[src/rtl/seq_chk_sat_cnt.sv]
// Saturating up-counter with synchronous clear (clear wins over increment).
module seq_chk_sat_cnt #(
    parameter int unsigned W = 16
) (
    input  logic         clk,
    input  logic         rst,
    input  logic         clr,
    input  logic         inc,
    output logic [W-1:0] cnt
);

    // Count verdicts, holding at all-ones instead of wrapping.
    always_ff @(posedge clk or posedge rst) begin
        if (rst) begin
            cnt <= '0;
        end else if (clr) begin
            cnt <= '0;
        end else if (inc && (cnt != {W{1'b1}})) begin
            cnt <= cnt + W'(1);
        end
    end

endmodule

[config.mk]
export PLATFORM = sky130hd
export DESIGN_NAME = seq_chk_sat_cnt
export DESIGN_NICKNAME = d
export VERILOG_FILES = /design/src/rtl/seq_chk_sat_cnt.sv
export SDC_FILE = /design/constraint.sdc
export NUM_CORES = 1
export LEC_CHECK = 0
export BUFFER_PORTS_ARGS = -buffer_cell sky130_fd_sc_hd__buf_2
export CAP_MARGIN = 10
export CORE_MARGIN = 2
export CORE_UTILIZATION = 47
export CTS_CLUSTER_DIAMETER = 200
export DETAILED_ROUTE_END_ITERATION = 12
export PLACE_DENSITY = 0.73
export SYNTH_ARGS = -nofsm -noshare
export SYNTH_HDL_FRONTEND = slang
export SYNTH_SLANG_ARGS = --single-unit
[constraint.sdc]
create_clock -name clk -period 1.9 [get_ports clk]
set_clock_uncertainty 0.1 [all_clocks]
set_input_delay 0.19 -clock clk [delete_from_list [all_inputs] [get_ports clk]]
set_output_delay 0.19 -clock clk [all_outputs]
set_load 0.1 [all_outputs]
== Word-level counts from Yosys, hierarchy flattened ==
Cells that the tools add are included.
Cells by class
  $mul: 0
  multiplexer cells: 2
  bitwise gates (word level): 0
  reductions and logical operators: 2
  shift operators: 0
  order comparisons: 0
  equal/unequal tests: 1
  divide/modulo/power cells: 0
  $add $sub $neg: 1
Operator list (number)
  $mux 16: 2
  $add 16x1->16 const B: 1
  $ne 16x16->1 const B: 1
  $reduce_bool 2->1: 1
  $logic_and 1x1->1: 1
Word-level totals
  register bits after elaboration: 16
  memory bits (writable): 0
  memories: 0
  latch bits: 0
  ROM bits: 0

== Longest topological paths before layout ==
  word-level depth: 4
  depth in mapped cells: 6
  gate-level depth less buffers: 5

== Worst setup path after synthesis ==
Ideal clock, no wire load.
  path kind: register to register
  start point: reg cnt[1]
  end point: reg cnt[0]
  path slack: -0.689 ns
  required time: 1.675 ns
  arrival time: 2.364 ns
  setup time: 0.125 ns
  stages on the path, launching flop included: 7
  cell sequence: dfrtp_1 > ha_1 > clkbuf_1 > nand3_1 > nor4_1 > nor2b_1 > mux2_2
On the way
  longest elaborated chain between the ends: 3
RTL lines
  from (decl): RTL line 9  | output logic [W-1:0] cnt
  from (signal assigned): RTL line 19  | cnt <= cnt + W'(1);
  $ne 16x16->1: RTL line 18  | end else if (inc && (cnt != {W{1'b1}})) begin
  $logic_and 1x1->1: RTL line 18
  $reduce_bool 2->1 (no source line)
Every way passes these cells.
A chain may end at the register's enable or synchronous reset.

== Worst setup path after layout ==
  start point: reg cnt[8]
  end point: reg cnt[13]
On the way
  longest elaborated chain between the ends: 3
  elaborated cells on any way between the ends: 6
  those cells by class: 1 x add/sub; 1 x eq/ne; 2 x mux; 2 x reduce/logical
RTL lines (RTL line)
  $add 16x1->16 / $ne 16x16->1 (equally long branches): 19, 18
  $mux 16 / $logic_and 1x1->1 (equally long branches): 18
  $mux 16 / $reduce_bool 2->1 (equally long branches)
Several ways; a longest one is shown, not always the timed one. The select of a mux whose other input is x is not followed.

==> flow_metrics.tcl <==
set metrics [dict create \
    status "complete, no violations" \
    grt_max_degree 20 \
    drc 0 \
    drtIter0Drc 22 \
    drive_above_1_share 0.473 \
    cap_violations 0 \
    worstPathRequired_ps 2000 \
    fmax_mhz 532 \
    worstMarginPinSlew_ps 623 \
    p_leak_nw 0.469 \
    htree_num_levels 1 \
    rsz0062_at_grt "true" \
    regMostFlops "cnt" \
    yosysUniqueCellTypes 29 \
    die_area_um2 2360 \
    root_buffer "clkbuf_4" \
    first_pass_iters 4 \
    area_delta_synth_final_pct 33.8 \
    grt_overflow 0 \
    drv_slew 0 \
    crit_path_start_kind "flip-flop" \
    antenna_found_initial 0 \
    place_hpwl_um 1700 \
    synth_nets 106 \
    grt_usage 0.215 \
    io_buffer_count 19 \
    n_antenna_cell 0 \
    arrival_ps 1980 \
    ys_ff_latch 16 \
    synth.top_cells.by_area "dfrtp_1, a21oi_1, or4_1" \
    ant_nets 0 \
    syn_inst 101 \
    insertion_delay_ps 280 \
    p_per_area_nw_per_um2 486 \
    routabilityCongestion 0.799 \
    largest_reg_flops 16 \
    peakVddDrop_v 0.000357 \
    clk_path_buf_depth 2 \
    critPathMaxFanout 6 \
    p_total_mw 0.606 \
    via_per_inst 6.03 \
    ys.warnings.count 0 \
    critPathKind "reg2reg" \
    cts.clk_slew.worst_paths_ps 100 \
    cp-end-kind "flip-flop" \
    grt_pass1_wl_um 4090 \
    drt-wirelength-per-cell_um 15.2 \
    regArea_um2 450 \
    fin_util 0.649 \
    grt_pass1_vias 941 \
    die_h_um 48.5 \
    cts_sinks 16 \
    period_share 0.989 \
    synth_top_area_cell "dfrtp_1" \
    place_ws_ps 17.0 \
    num_rows 16 \
    cts_tree "yes" \
    synth_top_area_frac 0.430 \
    multiInputGateArea_um2 542 \
    hp-class "in2reg" \
    period_minus_slack_ps 1880 \
    synth-edff-count 0 \
    slew_headroom 0.584 \
    reg_top3 "cnt x16" \
    core-area_um2 1920 \
    io_pins 20 \
    setup_viol 0 \
    holdWs_ps 205 \
    routed_wl_um 2410 \
    worst_slack_ps 20.4 \
    fin_nets 138 \
    seq_area_frac_synth 0.430 \
    synth.avg_cell_area_um2 9.23 \
    nFillCells 170 \
    final_hold_viol_count 0 \
    cts_buffers 3 \
    initial_core_util 0.485 \
    ys_async_sr_fraction 1.00 \
    die_w_um 48.5 \
    dr_total_vias 952 \
    ys.flop_type "dfrtp_1" \
    mappedNetlistArea_um2 932 \
]
## stage by stage
stage | std cells | cell area, µm² | setup TNS, ps
CTS | 156 | 1210 | 0
global placement | 151 | 1170 | 0
global route | 158 | 1250 | -59.1
finish | 158 | 1250 | 0
floorplan | 101 | 1020 | -688
detailed placement | 151 | 1170 | 0
## final timing paths
kind / slack (ps) / startpoint / endpoint / depth (start not counted)
setup / recovery: 20 / cnt[8] / cnt[13] / 4
hold reg to reg: 480 / cnt[14] / cnt[14] / 2
setup reg to reg: 20 / cnt[8] / cnt[13] / 4
min in group asynchronous: 430 / rst / cnt[1] / 3
hold / removal: 210 / clr / cnt[12] / 2
max in group asynchronous: 790 / rst / cnt[2] / 3
## area by class of cell
cell class,instances,area share
inverters,3,0.00903
multi-input cells,78,0.434
flip-flops and latches,16,0.361
repair buffers,31,0.150
clock buffers,3,0.0181
well taps,27,0.0271
## cells in the final DEF (no fill, tap or decap), drive strengths merged
cell         synthesis  layout
dfrtp               16      16
mux2                 2       2
clkbuf               2       3
nand4                5       5
and4                 1       1
nand2                6       6
o31ai                5       5
o41ai                2       2
or3                  7       7
o21ai                5       5
inv                  3       3
nor2b                3       3
nor4                 3       3
mux2i                1       1
a31oi                1       1
nand2b               2       2
ha                   1       1
nor3                 4       4
a21oi               12      12
buf                  1      30
dlygate4sd3          0       1
nand3                7       7
or4                  8       8
nor2                 3       3
## report_power, final
group          total, mW  leakage, nW  switching [mW]  internal, mW
combinational     0.0747        0.263          0.0568        0.0179
sequential         0.354        0.192         0.00762         0.347
clock              0.177       0.0138           0.103        0.0733
## cell usage after synthesis, types with 2 or more instances
cell      count
or3_1         6
o41ai_1       2
o21ai_0       5
o31ai_1       5
nor2_1        3
nor3_1        4
nand3_1       7
nand4_1       4
nor2b_1       3
dfrtp_1      16
a21oi_1      12
inv_1         3
nor4_1        3
nand2_1       6
or4_1         6
nand2b_1      2
mux2_2        2
## routing by layer
metal  GRT usage  vias up  wire (µm)
li1            -      449          -
met2       0.384       24       1240
met4      0.0762        0         19
met3      0.0309        4         88
met5           0        -          0
met1       0.263      475       1060
## worst max-delay path: stages, from the launching register on
cell and delay, ps:
dfrtp_4 460, nand4_4 120, or4_4 580, or4_1 410, a21oi_1 130
## what timing repair did
item | in CTS | in global routing
endpoints found under the hold margin | 16 | 0
pin swaps | 1 | 4
resized for setup | 0 | 4
setup buffers | 1 | 2
endpoints found under the setup margin | 1 | 7
hold buffers | 1 | 0
## kinds of logic (layout without fill, tap and decap cells)
kind of cell / count (synthesis) / in the layout / synth area share
muxes: 3 / 3 / 0.0349
and+or+nand+nor: 49 / 49 / 0.326
DFF: 16 / 16 / 0.430
adders and majority gates: 1 / 1 / 0.0134
AOI/OAI and AO/OA: 25 / 25 / 0.157
buffers and inverters: 7 / 37 / 0.0389
Power figures use the tool's default switching activity.
